$ cat src/rtl/preg_alloc_pkg.sv
// Shared types and sizing for the physical-register allocation controller.
package preg_alloc_pkg;

    localparam int unsigned NUM_PREGS = 64;
    localparam int unsigned PREG_W    = 6;
    localparam int unsigned MAX_IO    = 3;

    // Width of fifo_len / free_cnt: must hold the value NUM_PREGS itself.
    localparam int unsigned CNT_W  = $clog2(NUM_PREGS) + 1;
    // Width of a per-cycle lane count (0..MAX_IO).
    localparam int unsigned NREQ_W = $clog2(MAX_IO) + 1;

    localparam logic [0:0] S_INIT = 1'b0;
    localparam logic [0:0] S_RUN  = 1'b1;

    typedef logic [PREG_W-1:0] preg_t;

endpackage

$ cat src/rtl/preg_alloc_ctrl_popcount.sv
// Counts the asserted lanes of a lane-enable vector.
module popcount_lanes #(
    parameter int unsigned LANES = 3,
    parameter int unsigned CNT_W = $clog2(LANES) + 1
) (
    input  logic [LANES-1:0] bits_i,
    output logic [CNT_W-1:0] count_o
);

    // Sum the enable bits.
    always_comb begin
        count_o = '0;
        for (int i = 0; i < LANES; i++) begin
            count_o = count_o + CNT_W'(bits_i[i]);
        end
    end

endmodule

$ cat src/rtl/preg_alloc_ctrl.sv
// Rename-side controller for the physical-register free-list FIFO: sequences FIFO init,
// grants multi-lane allocations all-or-nothing, returns commit frees and keeps a shadow
// free counter with sticky consistency flags.
module preg_alloc_ctrl
    import preg_alloc_pkg::*;
#(
    parameter int unsigned RESERVE     = 0,
    parameter int unsigned INIT_CYCLES = 2
) (
    input  logic                           clk_i,
    input  logic                           rst_ni,
    input  logic                           reinit_i,
    input  logic                           flush_i,
    input  logic [MAX_IO-1:0]              req_en_i,
    output logic                           req_ready_o,
    output logic                           alloc_valid_o,
    output logic [MAX_IO-1:0]              alloc_lane_en_o,
    output logic [MAX_IO-1:0][PREG_W-1:0]  alloc_preg_o,
    input  logic [MAX_IO-1:0]              free_en_i,
    input  logic [MAX_IO-1:0][PREG_W-1:0]  free_preg_i,
    output logic                           fifo_rst_o,
    output logic [MAX_IO-1:0]              fifo_get_en_o,
    output logic [MAX_IO-1:0]              fifo_put_en_o,
    output logic [MAX_IO-1:0][PREG_W-1:0]  fifo_put_o,
    input  logic [MAX_IO-1:0][PREG_W-1:0]  fifo_gotten_i,
    input  logic [CNT_W-1:0]               fifo_len_i,
    output logic [CNT_W-1:0]               free_cnt_o,
    output logic                           err_underflow_o,
    output logic                           err_mismatch_o
);

    // One extra bit so a double free is visible before saturation.
    localparam int unsigned ICNT_W = CNT_W + 1;
    localparam int unsigned INIT_W = (INIT_CYCLES > 1) ? $clog2(INIT_CYCLES) : 1;

    logic [0:0]                    state_q, state_d;
    logic [INIT_W-1:0]             init_cnt_q, init_cnt_d;
    logic [CNT_W-1:0]              free_cnt_q, free_cnt_d;
    logic                          first_run_q, first_run_d;
    logic                          err_uf_q, err_uf_d;
    logic                          err_mm_q, err_mm_d;
    logic                          alloc_valid_q, alloc_valid_d;
    logic [MAX_IO-1:0]             alloc_lane_en_q, alloc_lane_en_d;
    logic [MAX_IO-1:0][PREG_W-1:0] alloc_preg_q, alloc_preg_d;

    logic [NREQ_W-1:0] n_req, n_free_raw, n_free, n_granted;
    logic [ICNT_W-1:0] need, cnt_sum, cnt_next;
    logic              run, free_ok, grant, overflow;

    popcount_lanes #(
        .LANES(MAX_IO),
        .CNT_W(NREQ_W)
    ) u_pop_req (
        .bits_i (req_en_i),
        .count_o(n_req)
    );

    popcount_lanes #(
        .LANES(MAX_IO),
        .CNT_W(NREQ_W)
    ) u_pop_free (
        .bits_i (free_en_i),
        .count_o(n_free_raw)
    );

    // Grant decision, FIFO handshakes and the shadow counter arithmetic.
    always_comb begin
        run         = (state_q == S_RUN);
        free_ok     = run & ~reinit_i;
        need        = ICNT_W'(n_req) + ICNT_W'(RESERVE);
        req_ready_o = run & ~flush_i & ~reinit_i & (need <= ICNT_W'(free_cnt_q));
        grant       = req_ready_o & (n_req != '0);
        n_granted   = grant ? n_req : '0;
        n_free      = free_ok ? n_free_raw : '0;
        // Grant never exceeds free_cnt, so the subtraction cannot wrap.
        cnt_sum     = ICNT_W'(free_cnt_q) - ICNT_W'(n_granted) + ICNT_W'(n_free);
        overflow    = free_ok & (cnt_sum > ICNT_W'(NUM_PREGS));
        cnt_next    = overflow ? ICNT_W'(NUM_PREGS) : cnt_sum;

        fifo_rst_o    = (state_q == S_INIT);
        fifo_get_en_o = grant ? req_en_i : '0;
        // A double free would corrupt the list, so that cycle's puts are dropped.
        fifo_put_en_o = (free_ok & ~overflow) ? free_en_i : '0;
        fifo_put_o    = free_ok ? free_preg_i : '0;
    end

    // Next-state for the init/run sequencer, counter and sticky error flags.
    always_comb begin
        state_d     = state_q;
        init_cnt_d  = init_cnt_q;
        free_cnt_d  = free_cnt_q;
        first_run_d = 1'b0;
        err_uf_d    = err_uf_q | overflow;
        // The FIFO length lags by one cycle after init, so skip the first run cycle.
        err_mm_d    = err_mm_q | (run & ~first_run_q & (fifo_len_i != free_cnt_q));
        if (state_q == S_INIT) begin
            free_cnt_d = CNT_W'(NUM_PREGS);
            if (init_cnt_q == INIT_W'(INIT_CYCLES - 1)) begin
                state_d     = S_RUN;
                init_cnt_d  = '0;
                first_run_d = 1'b1;
            end else begin
                init_cnt_d = init_cnt_q + 1'b1;
            end
        end else if (reinit_i) begin
            state_d    = S_INIT;
            init_cnt_d = '0;
            free_cnt_d = CNT_W'(NUM_PREGS);
        end else begin
            free_cnt_d = cnt_next[CNT_W-1:0];
        end
    end

    // Registered allocation result; only granted lanes carry a preg.
    always_comb begin
        alloc_valid_d   = grant;
        alloc_lane_en_d = grant ? req_en_i : '0;
        alloc_preg_d    = '0;
        for (int i = 0; i < MAX_IO; i++) begin
            if (grant && req_en_i[i]) begin
                alloc_preg_d[i] = fifo_gotten_i[i];
            end
        end
    end

    // State registers with asynchronous active-low reset.
    always_ff @(posedge clk_i or negedge rst_ni) begin
        if (!rst_ni) begin
            state_q         <= S_INIT;
            init_cnt_q      <= '0;
            free_cnt_q      <= CNT_W'(NUM_PREGS);
            first_run_q     <= 1'b0;
            err_uf_q        <= 1'b0;
            err_mm_q        <= 1'b0;
            alloc_valid_q   <= 1'b0;
            alloc_lane_en_q <= '0;
            alloc_preg_q    <= '0;
        end else begin
            state_q         <= state_d;
            init_cnt_q      <= init_cnt_d;
            free_cnt_q      <= free_cnt_d;
            first_run_q     <= first_run_d;
            err_uf_q        <= err_uf_d;
            err_mm_q        <= err_mm_d;
            alloc_valid_q   <= alloc_valid_d;
            alloc_lane_en_q <= alloc_lane_en_d;
            alloc_preg_q    <= alloc_preg_d;
        end
    end

    assign alloc_valid_o   = alloc_valid_q;
    assign alloc_lane_en_o = alloc_lane_en_q;
    assign alloc_preg_o    = alloc_preg_q;
    assign free_cnt_o      = free_cnt_q;
    assign err_underflow_o = err_uf_q;
    assign err_mismatch_o  = err_mm_q;

endmodule

$ cat config.mk
export PLATFORM = sky130hd
export DESIGN_NAME = preg_alloc_ctrl
export DESIGN_NICKNAME = d
export VERILOG_FILES = /design/src/rtl/preg_alloc_pkg.sv /design/src/rtl/preg_alloc_ctrl_popcount.sv /design/src/rtl/preg_alloc_ctrl.sv
export SDC_FILE = /design/constraint.sdc
export NUM_CORES = 1
export LEC_CHECK = 0
export BUFFER_PORTS_ARGS = -buffer_cell sky130_fd_sc_hd__buf_2
export CAP_MARGIN = 5
export CORE_MARGIN = 1.5
export CORE_UTILIZATION = 28
export CTS_BUF_LIST = sky130_fd_sc_hd__clkbuf_4 sky130_fd_sc_hd__clkbuf_8
export CTS_CLUSTER_DIAMETER = 60
export DETAILED_ROUTE_END_ITERATION = 7
export SLEW_MARGIN = 20
export SYNTH_ARGS = -nofsm -noshare
export SYNTH_HDL_FRONTEND = slang
export SYNTH_SLANG_ARGS = --single-unit
$ cat constraint.sdc
create_clock -name clk_i -period 7.3 [get_ports clk_i]
set_clock_uncertainty 0.1 [all_clocks]
set_input_delay 1.46 -clock clk_i [delete_from_list [all_inputs] [get_ports clk_i]]
set_output_delay 1.46 -clock clk_i [all_outputs]
set_load 0.005 [all_outputs]
; ---- Word level (Yosys, flattened, before mapping)
; Index checks and enable logic that the tools add are counted.
[totals]
register_bits = 34
input_bits = 53
output_inout_bits = 57
wordCells = 60
[classes]
add_sub_neg = 7
order_cmp = 2
eq_ne = 2
muxes = 18
n_bitwise = 16
reduce_logical = 4
[op_table]
columns = cell, n
row1 = 2-to-1 mux 7 bit, 3
row2 = 2-to-1 mux 18 bit, 1
row3 = 2-to-1 mux 6 bit, 3
row4 = 2-to-1 mux 3 bit, 4
row5 = AND 1 bit, 9
row6 = adder 8 x 3 -> 8 bit, 1
row7 = "greater-than comparator 8 x 7 -> 1 bit, second input constant", 1
row8 = subtractor 7 x 3 -> 8 bit, 1
row9 = less-or-equal comparator 3 x 7 -> 1 bit, 1
row10 = 2-to-1 mux 1 bit, 7
row11 = != test 7 bit, 1
row12 = adder 3 x 1 -> 3 bit, 2
row13 = inverter 1 bit, 5
row14 = adder 1 x 1 -> 2 bit, 2
row15 = logical AND 1 bit, 3
row16 = nonzero test 3 bit, 1
row17 = "!= test 2 bit, second input constant", 1
row18 = bitwise OR 1 bit, 2
row19 = "adder 1 bit, second input constant", 1

; ---- Longest topological paths before layout
; Gate-level depths: netlist of the first run.
[depth]
word_depth = 13
mapped_depth = 16

; ---- Hierarchy
; From an unflattened synthesis of the first run, not the netlist that was laid out.
[hier_totals]
cells_unflattened = 193
area_unflattened_um2 = 2011.9
[modules_own_cells]
columns = mod, instances, cells_per_inst, area_per_inst_um2, seq_area_each_um2
row1 = preg_alloc_ctrl, 1, 187, 1949.4, 852.1
row2 = popcount_lanes, 2, 3, 31.3, 0.0

; ---- Least setup slack after synthesis of the first run
; Ideal clock, no wire load.
[synth_path]
path_kind = in2out
from = in req_en_i[0]
to = out fifo_put_en_o[0]
arrival_ns = 5.630
required_ns = 5.740
setup_slack_ns = 0.110
stages = 16
n_path_buf = 0
cell_sequence = fa_1 > inv_1 > ha_1 > nor2b_1 > o21bai_1 > a2111oi_2 > nor2_1 > and2_1 > fa_1 > inv_1 > fa_1 > a211oi_1 > nor2_1 > xor2_1 > or4b_1 > a211oi_1
[synth_via]
elab_chain_cells = 13
elab_cells_between_ends = 14
[synth_lines]
columns = element, line_no
row1 = "start, declared", preg_alloc_ctrl.sv:14  ; input logic [MAX_IO-1:0] req_en_i,
row2 = adder 1 x 1 -> 2 bit, preg_alloc_ctrl_popcount.sv:14  ; count_o = count_o + CNT_W'(bits_i[i]);
row3 = adder 3 x 1 -> 3 bit, preg_alloc_ctrl_popcount.sv:14
row4 = less-or-equal comparator 3 x 7 -> 1 bit, preg_alloc_ctrl.sv:71  ; req_ready_o = run & ~flush_i & ~reinit_i & (need <= ICNT_W'(free_cnt_q));
row5 = AND 1 bit, preg_alloc_ctrl.sv:71
row6 = named net req_ready_o, preg_alloc_ctrl.sv:15  ; output logic req_ready_o,
row7 = AND 1 bit, preg_alloc_ctrl.sv:72  ; grant = req_ready_o & (n_req != '0);
row8 = 2-to-1 mux 3 bit, preg_alloc_ctrl.sv:73  ; n_granted = grant ? n_req : '0;
row9 = subtractor 7 x 3 -> 8 bit, preg_alloc_ctrl.sv:76  ; cnt_sum = ICNT_W'(free_cnt_q) - ICNT_W'(n_granted) + ICNT_W'(n_free);
row10 = adder 8 x 3 -> 8 bit, preg_alloc_ctrl.sv:76
row11 = greater-than comparator 8 x 7 -> 1 bit, preg_alloc_ctrl.sv:77  ; overflow = free_ok & (cnt_sum > ICNT_W'(NUM_PREGS));
row12 = AND 1 bit, preg_alloc_ctrl.sv:77
row13 = inverter 1 bit, preg_alloc_ctrl.sv:83  ; fifo_put_en_o = (free_ok & ~overflow) ? free_en_i : '0;
row14 = AND 1 bit, preg_alloc_ctrl.sv:83
row15 = 2-to-1 mux 3 bit, preg_alloc_ctrl.sv:83
row16 = "end, declared", preg_alloc_ctrl.sv:23  ; output logic [MAX_IO-1:0] fifo_put_en_o,
; The timed path passes the listed nets, and every way through them passes these cells.

; ---- Worst setup path after layout of the first run
[layout_path]
from = in req_en_i[0]
to = out fifo_put_en_o[1]
[layout_via]
elab_chain_cells = 13
elab_cells_between_ends = 14
[layout_lines]
columns = element, line_no
row1 = adder 1 x 1 -> 2 bit (*), preg_alloc_ctrl_popcount.sv:14
row2 = adder 3 x 1 -> 3 bit (*), preg_alloc_ctrl_popcount.sv:14
row3 = less-or-equal comparator 3 x 7 -> 1 bit, preg_alloc_ctrl.sv:71
row4 = AND 1 bit, preg_alloc_ctrl.sv:71
row5 = AND 1 bit, preg_alloc_ctrl.sv:72
row6 = 2-to-1 mux 3 bit (*), preg_alloc_ctrl.sv:73
row7 = subtractor 7 x 3 -> 8 bit (*), preg_alloc_ctrl.sv:76
row8 = adder 8 x 3 -> 8 bit (*), preg_alloc_ctrl.sv:76
row9 = greater-than comparator 8 x 7 -> 1 bit (*), preg_alloc_ctrl.sv:77
row10 = AND 1 bit (*), preg_alloc_ctrl.sv:77
row11 = inverter 1 bit (*), preg_alloc_ctrl.sv:83
row12 = AND 1 bit (*), preg_alloc_ctrl.sv:83
row13 = 2-to-1 mux 3 bit (*), preg_alloc_ctrl.sv:83
; Every way passes the cells marked *; elsewhere a longest branch is shown, timed or not.

==> results.sh, run 1 <==
export IMPL_drv_slew=0
export IMPL_whs_ns=0.3300
export IMPL_drc=0
export IMPL_maxCapViolCount=0
export IMPL_nNetsFinal=434
export IMPL_synth_area_leader_cell="dfrtp_1"
export IMPL_path_cells="buf_6, fa_2, inv_2, ha_4, nor2b_4, o21bai_4, a2111oi_4, nor2_2, and2_1, fa_1, inv_2, fa_2, buf_6, xor2_2, nor3_2, o21ai_1, or4b_4, a211oi_2, buf_2"
export IMPL_clock_root_buffer="clkbuf_8"
export IMPL_place_congestion=0.8489
export IMPL_grt_pass1_vias=1936
export IMPL_wl_met1_mm=2.556
export IMPL_max_stage_delay_ns=0.58
export IMPL_seqPwrFrac=0.244
export IMPL_clk_pin_slew_ns=0.07
export IMPL_antenna_found_initial=0
export IMPL_timing_hold_violations_final=0
export IMPL_netlist_instances=202
export IMPL_routed_top_layer="met4"
export IMPL_dp_cells=427
export IMPL_setup_viol=0
export IMPL_worst_slack_ns=0.08216
export IMPL_netlist_area_leader_share=0.3952
export IMPL_via_per_inst=4.487
export IMPL_antenna_cells=0
export IMPL_outcome="finished, final reports clean"
export IMPL_worstSkewPairLatency_ns=0.28
export IMPL_async_reset_ff_frac=1.000
export IMPL_crit_fanout=4
export IMPL_cts_sinks=34
export IMPL_yosysUniqueCellTypes=39
export IMPL_grt_max_degree=35
export IMPL_clockBufferDepth=2
export IMPL_synth_warnings=0
export IMPL_p_per_area_nw_per_um2=280.3
export IMPL_p_sw_frac=0.3823
export IMPL_synth_edf_count=0
export IMPL_syn_num_nets=280
export IMPL_ios=110
export IMPL_floorplan_initialDensity=0.2881
export IMPL_relSlewSlack=0.5023
export IMPL_ctsHoldBuffers=0
export IMPL_tns_ns=0
export IMPL_vias=2046
export IMPL_core_area_sq_um=7253
export IMPL_crit_required_ns=5.74
export IMPL_net_switching_power_mw=0.3609
export IMPL_fin_area_sq_um=3367
export IMPL_first_iter_violations=50
export IMPL_fmax_mhz=138.5
export IMPL_num_fill_cells=694
export IMPL_placed_area_sq_um=2894
export IMPL_cts_buffers=5
export IMPL_pwr_share_comb=0.602
export IMPL_timing_final_crit_share=0.9887
export IMPL_ir_drop_mv=0.1284
export IMPL_route_met3_wl_um=402
export IMPL_grt_total_usage=0.1504
export IMPL_wl_mm=6.254
export IMPL_die_h_um=89.39
export IMPL_die_x_um=89.39
export IMPL_drive_gt1_frac=0.5322
export IMPL_critPathCaptureType="primary output"
export IMPL_synth_seq_cells=34
export IMPL_crit_buf_inv=5
export IMPL_arrival_ns=5.66
export IMPL_port_buffer_count=109
export IMPL_syn_area_per_cell_sq_um=10.34
export IMPL_grt_first_pass_wirelength_mm=9.163
export IMPL_hp_class="flip-flop to flip-flop"
export IMPL_wl_met2_mm=3.192
export IMPL_floorplan_die_area_sq_um=7990
export IMPL_fin_crit_ns=7.218
export IMPL_synth_ff_type="dfrtp_1"
export IMPL_routedWlPerCell_um=13.71
export IMPL_place_ws_ns=-0.2044
export IMPL_cts_tree="built"
export IMPL_synth_sequential_area_ratio=0.4078
export IMPL_h_tree_depth=2
export IMPL_ant_nets=0
export IMPL_synth_area_sq_um=2090
export IMPL_fin_cells=456
export IMPL_start_kind="input pin"
export IMPL_synthTopCellsByArea="dfrtp_1 (40%), ha_1 (12%), and2_1 (11%)"
export IMPL_power_internal_mw=0.5830
export IMPL_slowest_stage="fa_2"
export IMPL_power_leakage_nw=1.822
export IMPL_crit_type="input pin to primary output"
export IMPL_overflow=0
export IMPL_synthToLayoutAreaGrowth_pct=61.14
export IMPL_rows=31
export IMPL_clock_power_share=0.154
export IMPL_path_delay_family="adder cells"
export IMPL_hpwlAfterDp_mm=4.494
export IMPL_worst_pin_slew_ns=0.7466
export IMPL_drtPass1Iterations=4
==> worst paths after layout <==
kind                                          from                           end  slack, ns  depth (start not counted)
max in group asynchronous                   rst_ni  alloc_lane_en_o[1]$_DFF_PN0_       5.48                          1
setup reg to reg           free_cnt_o[1]$_DFF_PN0_       free_cnt_o[5]$_DFF_PN0_       2.59                         17
min in group asynchronous                   rst_ni  alloc_lane_en_o[0]$_DFF_PN0_       1.14                          1
hold / removal               first_run_q$_DFF_PN0_      err_mismatch_o$_DFF_PN0_       0.33                          1
hold reg to reg              first_run_q$_DFF_PN0_      err_mismatch_o$_DFF_PN0_       0.33                          1
setup / recovery                       req_en_i[0]              fifo_put_en_o[1]       0.08                         19
==> through the flow <==
step / total power [mW] / utilization
global route: 1.018 / 0.4642
CTS: 0.8734 / 0.4420
finish: 0.9438 / 0.4642
global placement: 0.6566 / 0.3990
floorplan: 0.4855 / -
detailed placement: 0.6671 / 0.3990
==> what timing repair did <==
item | 4_1_cts | 5_1_grt
gates resized for setup | 13 | 31
setup buffers | 21 | 2
pin swaps | 8 | 15
setup endpoints to repair | 3 | 4
==> per-layer routing <==
layer | GRT usage | vias up
met5 | 0 | -
met4 | 0.05035 | 0
met3 | 0.03601 | 10
met2 | 0.2597 | 77
met1 | 0.1836 | 968
li1 | - | 991
==> layout by cell type, fill, tap and decap left out, types with 4 or more instances in the layout <==
cell and count:
xnor2_1 4, nor3_1 4, buf_2 106, and2_1 37
ha_4 5, nand2_1 7, buf_4 38, dfrtp_1 33
buf_6 5, xor2_1 4, nor2_1 7, clkbuf_8 6
ha_1 15, a211oi_2 4, inv_1 18
==> flip-flops by register name (all words and copies together) (netlist names) <==
register	flops
err_underflow_o	1
alloc_valid_o	1
alloc_preg_o	18
init_cnt_q	1
first_run_q	1
err_mismatch_o	1
free_cnt_o	7
run	1
alloc_lane_en_o	3
==> cell type report <==
| class | instances | area (sq um) | share of cell area |
|---|---|---|---|
| Clock inverter | 1 | 5.005 | 0.001486 |
| Tap cell | 99 | 123.9 | 0.03679 |
| Sequential cell | 34 | 852.1 | 0.2531 |
| Timing Repair Buffer | 149 | 872.1 | 0.2590 |
| Clock buffer | 7 | 90.09 | 0.02676 |
| Multi-Input combinational cell | 146 | 1349 | 0.4006 |
| Inverter | 20 | 75.07 | 0.02230 |
==> cell families after synthesis <==
group           share of synthesized area
flops                              0.4078
fa+ha+maj                          0.1677
compound gates                    0.09401
xor+xnor                          0.03772
buf+inv                           0.03952
simple gates                       0.2533
==> synth_stat cells, drive strengths merged (2+ instances only) <==
cell type,instances
a211oi,7
a21oi,5
and2,38
clkbuf,2
dfrtp,33
fa,5
ha,20
inv,20
nand2,7
nand2b,2
nand3,3
nor2,8
nor2b,4
nor3,7
nor3b,2
nor4,3
nor4b,3
o21ai,3
o31ai,2
or4b,3
xnor2,4
xor2,5
==> power groups by stage <==
stage / logic (mW) / registers, mW / clock network (mW)
after floorplan: 0.256 / 0.229 / 0
after global placement: 0.424 / 0.232 / 0
after detailed placement: 0.435 / 0.232 / 0
after CTS: 0.492 / 0.229 / 0.153
after global routing: 0.623 / 0.234 / 0.162
final: 0.568 / 0.230 / 0.146
Power figures use the tool's default switching activity.
==> run 2: changes to the inputs <==
- RECOVER_POWER: default -> 100
==> run 2 against run 1 <==
  * The run now ends with capacitance limit, slew limit left
  * Final area decreased by 1.0%
  * Utilization decreased by 0.48 points
  * Critical path depth unchanged
  * Critical path type unchanged
  * Critical endpoint unchanged
  * Largest cell class unchanged
==> results.sh, run 2 (synthesized netlist as in run 1, its figures left out) <==
export IMPL_seqPwrFrac=0.245
export IMPL_ir_drop_mv=0.1284
export IMPL_nNetsFinal=434
export IMPL_power_leakage_nw=1.720
export IMPL_clk_pin_slew_ns=0.07
export IMPL_num_fill_cells=713
export IMPL_crit_fanout=4
export IMPL_final_cell_mix="buf_2 (81), and2_1 (37), buf_4 (37)"
export IMPL_via_per_inst=4.487
export IMPL_power_internal_mw=0.5789
export IMPL_max_stage_delay_ns=0.58
export IMPL_r2r_start="free_cnt_o[1]$_DFF_PN0_"
export IMPL_worst_slack_ns=0.08116
export IMPL_grt_total_usage=0.1504
export IMPL_fin_cells=456
export IMPL_drive_gt1_frac=0.4566
export IMPL_antenna_found_initial=0
export IMPL_floorplan_die_area_sq_um=7990
export IMPL_net_switching_power_mw=0.3604
export IMPL_crit_type="input pin to primary output"
export IMPL_die_x_um=89.39
export IMPL_timing_final_crit_share=0.9889
export IMPL_die_h_um=89.39
export IMPL_cts_buffers=5
export IMPL_crit_buf_inv=5
export IMPL_hp_class="flip-flop to flip-flop"
export IMPL_ios=110
export IMPL_final_common_cell="buf_2"
export IMPL_totalPowerFinal_mw=0.9393
export IMPL_whs_ns=0.3315
export IMPL_wl_mm=6.291
export IMPL_antenna_cells=0
export IMPL_violations="capacitance limit, slew limit"
export IMPL_drtPass1Iterations=4
export IMPL_clock_root_buffer="clkbuf_8"
export IMPL_arrival_ns=5.66
export IMPL_reg2reg_depth=17
export IMPL_rr_endpoint="free_cnt_o[5]$_DFF_PN0_"
export IMPL_core_area_sq_um=7253
export IMPL_drv_slew=35
export IMPL_worst_pin_slew_ns=1.787
export IMPL_timing_hold_violations_final=0
export IMPL_ctsHoldBuffers=0
export IMPL_outcome="finished, violations left"
export IMPL_fin_area_sq_um=3332
export IMPL_placed_area_sq_um=2894
export IMPL_rows=31
export IMPL_cts_sinks=34
export IMPL_place_ws_ns=-0.2044
export IMPL_h_tree_depth=2
export IMPL_path_delay_family="adder cells"
export IMPL_port_buffer_count=109
export IMPL_cts_tree="built"
export IMPL_synthToLayoutAreaGrowth_pct=59.46
export IMPL_r2r_slack_ns=2.58
export IMPL_grt_max_degree=35
export IMPL_dp_cells=427
export IMPL_fin_crit_ns=7.219
export IMPL_routedWlPerCell_um=13.80
export IMPL_critPathCaptureType="primary output"
export IMPL_vias=2046
export IMPL_crit_required_ns=5.74
export IMPL_fmax_mhz=138.5
export IMPL_fin_util=0.4594
export IMPL_overflow=0
export IMPL_ant_nets=0
export IMPL_min_delay_start="first_run_q$_DFF_PN0_"
export IMPL_hold_path_end="err_mismatch_o$_DFF_PN0_"
export IMPL_min_path_cells=1
export IMPL_worstSkewPairLatency_ns=0.29
export IMPL_grt_pass1_vias=1936
export IMPL_slowest_stage="fa_2"
export IMPL_floorplan_initialDensity=0.2881
export IMPL_pwr_share_comb=0.601
export IMPL_place_congestion=0.8489
export IMPL_setup_viol=0
export IMPL_maxCapViolCount=1
export IMPL_clock_power_share=0.155
export IMPL_drc=0
export IMPL_largest_reg_flops=18
export IMPL_p_sw_frac=0.3837
export IMPL_clockBufferDepth=2
export IMPL_hpwlAfterDp_mm=4.494
export IMPL_relSlewSlack=-0.1911
export IMPL_tns_ns=0
export IMPL_path_cells="buf_6, fa_2, inv_2, ha_4, nor2b_4, o21bai_4, a2111oi_4, nor2_2, and2_1, fa_1, inv_2, fa_2, buf_6, xor2_2, nor3_2, o21ai_1, or4b_4, a211oi_2, buf_2"
export IMPL_first_iter_violations=52
export IMPL_grt_first_pass_wirelength_mm=9.163
export IMPL_p_per_area_nw_per_um2=281.9
export IMPL_start_kind="input pin"
[run 2: changes by cell type in the layout (fill, tap and decap cells not counted)]
cell	previous run	this run
buf_2	106	81
buf_4	38	37
clkbuf_1	0	26
dfstp_1	0	1
dfstp_2	1	0
[run 2: worst max path at each step]
| stage | endpoint | from | slack [ns] | depth (start not counted) |
|---|---|---|---|---|
| after floorplan | fifo_put_en_o[0] | req_en_i[0] | 0.11 | 16 |
| after global placement | fifo_put_en_o[1] | req_en_i[0] | -0.06 | 17 |
| after detailed placement | fifo_put_en_o[1] | req_en_i[0] | -0.20 | 18 |
| after CTS | req_ready_o | req_en_i[2] | 0.009 | 30 |
| after global routing | fifo_put_en_o[1] | req_en_i[0] | -0.09 | 20 |
| final | fifo_put_en_o[1] | req_en_i[0] | 0.08 | 19 |
[run 2: power groups by stage]
stage	clock network, mW	logic (mW)	registers (mW)
floorplan	0	0.256	0.229
global placement	0	0.424	0.232
detailed placement	0	0.435	0.232
CTS	0.153	0.492	0.229
global route	0.161	0.619	0.234
finish	0.145	0.564	0.230
[run 2: layout make-up]
type                    instances  area [sq um]  area share
clock buffers                   7         90.09     0.02704
clock inverters                 1         5.005    0.001502
inverters                      20         75.07     0.02253
multi-input cells             146          1349      0.4048
flip-flops and latches         34         852.1      0.2557
well taps                      99         123.9     0.03718
repair buffers                149         837.1      0.2512
[run 2: metal layers]
metal,share of wire,track usage
met5,0,0
met4,0.016,0.05035
met3,0.063,0.03601
met2,0.51,0.2597
met1,0.41,0.1836
[run 2: worst register-to-register path, stage by stage, from the launching register on]
cell	delay [ns]
dfrtp_1	0.38
inv_1	0.13
ha_4	0.30
nor2b_4	0.17
o21bai_4	0.10
a2111oi_4	0.44
nor3_2	0.11
and2_4	0.19
fa_1	0.51
inv_1	0.07
ha_4	0.32
a211oi_2	0.08
buf_4	0.14
or3_1	0.35
o311a_4	0.35
buf_4	0.17
or4b_4	0.53
o21ba_1	0.25
[run 2: what timing repair did]
action | CTS | global route
pin swaps | 8 | 15
resized for setup | 13 | 31
buffers inserted | 21 | 2
setup endpoints to repair | 3 | 4
hold endpoints to repair | 0 | 0
==> run 3: changes to the inputs <==
- SETUP_SLACK_MARGIN: default -> 0.1
==> run 3 against run 2 <==
  * The run still ends with capacitance limit, slew limit left
  * Critical path type unchanged
  * Maximum frequency decreased by 0.87%
  * Largest cell class unchanged
  * Largest power group unchanged
  * Sequential share of layout area decreased by 0.49 points
  * Power up 2.5%
  * Final area grew 2.0%
  * Routed wire length up 2.6%
  * Sequential power about the same
==> results.sh, run 3 (synthesized netlist as in run 1, its figures left out) <==
export IMPL_outcome="finished, violations left"
export IMPL_violations="capacitance limit, slew limit"
export IMPL_hp_class="flip-flop to flip-flop"
export IMPL_routedWlPerCell_um=14.09
export IMPL_p_sw_frac=0.3835
export IMPL_clock_power_share=0.151
export IMPL_reg2reg_depth=18
export IMPL_cts_tree="built"
export IMPL_drv_slew=35
export IMPL_drive_gt1_frac=0.5320
export IMPL_totalPowerFinal_mw=0.9632
export IMPL_first_iter_violations=55
export IMPL_vias=2095
export IMPL_setup_viol=0
export IMPL_use_met3=0.03786
export IMPL_place_congestion=0.8489
export IMPL_fin_crit_ns=7.282
export IMPL_grt_setup_unrepaired="true"
export IMPL_final_common_cell="buf_2"
export IMPL_port_buffer_count=109
export IMPL_clock_root_buffer="clkbuf_8"
export IMPL_net_switching_power_mw=0.3694
export IMPL_worstSkewPairLatency_ns=0.29
export IMPL_synthToLayoutAreaGrowth_pct=62.57
export IMPL_fin_area_sq_um=3397
export IMPL_fmax_mhz=137.3
export IMPL_pwr_share_comb=0.610
export IMPL_seqPwrFrac=0.239
export IMPL_die_x_um=89.39
export IMPL_p_per_area_nw_per_um2=283.5
export IMPL_overflow=0
export IMPL_hold_path_end="err_mismatch_o$_DFF_PN0_"
export IMPL_arrival_ns=5.72
export IMPL_nNetsFinal=436
export IMPL_crit_type="input pin to primary output"
export IMPL_power_internal_mw=0.5938
export IMPL_whs_ns=0.3323
export IMPL_grt_max_degree=35
export IMPL_clockBufferDepth=2
export IMPL_floorplan_initialDensity=0.2881
export IMPL_grt_pass1_vias=1965
export IMPL_grt_first_pass_wirelength_mm=9.232
export IMPL_maxCapViolCount=1
export IMPL_r2r_slack_ns=2.55
export IMPL_cts_buffers=5
export IMPL_h_tree_depth=2
export IMPL_wl_mm=6.455
export IMPL_die_h_um=89.39
export IMPL_placed_area_sq_um=2894
export IMPL_via_per_inst=4.574
export IMPL_min_path_cells=1
export IMPL_largest_reg_flops=18
export IMPL_busiest_layer="met2"
export IMPL_worst_slack_ns=0.01803
export IMPL_ant_nets=0
export IMPL_timing_final_crit_share=0.9975
export IMPL_start_kind="input pin"
export IMPL_relSlewSlack=-0.2025
export IMPL_antenna_found_initial=0
export IMPL_grt_total_usage=0.1522
export IMPL_crit_fanout=4
export IMPL_power_leakage_nw=1.835
export IMPL_critPathLaunch="req_en_i[1]"
export IMPL_cts_sinks=34
export IMPL_ios=110
export IMPL_hpwlAfterDp_mm=4.494
export IMPL_ctsHoldBuffers=0
export IMPL_clk_pin_slew_ns=0.07
export IMPL_timing_hold_violations_final=0
export IMPL_drc=0
export IMPL_min_delay_start="first_run_q$_DFF_PN0_"
export IMPL_core_area_sq_um=7253
export IMPL_floorplan_die_area_sq_um=7990
export IMPL_place_ws_ns=-0.2044
export IMPL_met2_usage=0.2611
export IMPL_crit_required_ns=5.74
export IMPL_num_fill_cells=703
export IMPL_fin_util=0.4683
export IMPL_rows=31
export IMPL_r2r_start="free_cnt_o[1]$_DFF_PN0_"
export IMPL_rr_endpoint="free_cnt_o[5]$_DFF_PN0_"
export IMPL_drtPass1Iterations=4
export IMPL_final_cell_mix="buf_2 (105), buf_4 (38), and2_1 (37)"
export IMPL_ir_drop_mv=0.1289
export IMPL_worst_pin_slew_ns=1.804
export IMPL_grtUsageMet1=0.1825
export IMPL_critPathCaptureType="primary output"
export IMPL_antenna_cells=0
run 3: power by group through the flow:
stage / combinational [mW] / sequential [mW] / clock [mW]
4_1_cts: 0.502 / 0.229 / 0.153
5_1_grt: 0.643 / 0.234 / 0.161
3_5_place_dp: 0.435 / 0.232 / 0
3_3_place_gp: 0.424 / 0.232 / 0
2_1_floorplan: 0.256 / 0.229 / 0
6_report: 0.587 / 0.230 / 0.145
run 3: timing repair:
item | CTS | global route
resized for setup | 20 | 27
setup endpoints to repair | 3 | 4
buffers inserted | 22 | 3
pin swaps | 12 | 19
run 3: cell type report:
cell class                      instances  area [sq um]  area share
Sequential cell                        34         852.1      0.2508
Multi-Input combinational cell        146          1354      0.3985
Inverter                               20         75.07     0.02210
Tap cell                               99         123.9     0.03646
Clock buffer                            7         90.09     0.02652
Clock inverter                          1         5.005    0.001473
Timing Repair Buffer                  151         897.1      0.2641
run 3: critical path, stage by stage:
cell and delay, ns:
buf_8 0.10, fa_2 0.58, inv_2 0.07, ha_4 0.16
nor2b_4 0.14, o21bai_4 0.09, a2111oi_4 0.37, nor2_1 0.11
and2_1 0.18, fa_1 0.50, inv_2 0.07, fa_2 0.40
buf_6 0.14, xor2_4 0.15, nor3_2 0.15, o21ai_1 0.10
or4b_4 0.57, a211oi_2 0.23, buf_2 0.14
run 3: worst max path at each step:
stage | slack (ns) | to | depth (start not counted)
floorplan | 0.11 | fifo_put_en_o[0] | 16
global placement | -0.06 | fifo_put_en_o[1] | 17
detailed placement | -0.20 | fifo_put_en_o[1] | 18
CTS | 0.06 | req_ready_o | 31
global route | -0.12 | fifo_put_en_o[1] | 19
finish | 0.02 | fifo_put_en_o[1] | 19
run 3: layer usage:
layer	up-vias	wire length, um
met5	-	0
met4	0	194
met3	17	435
met2	81	3264
met1	1001	2562
li1	996	-
run 3: metrics by stage:
| stage | std cells | setup TNS [ns] |
|---|---|---|
| 2_1_floorplan | 202 | 0 |
| 3_3_place_gp | 427 | -0.1667 |
| 3_5_place_dp | 427 | -0.5739 |
| 4_1_cts | 457 | 0 |
| 5_1_grt | 458 | -0.3444 |
| 6_report | 458 | 0 |
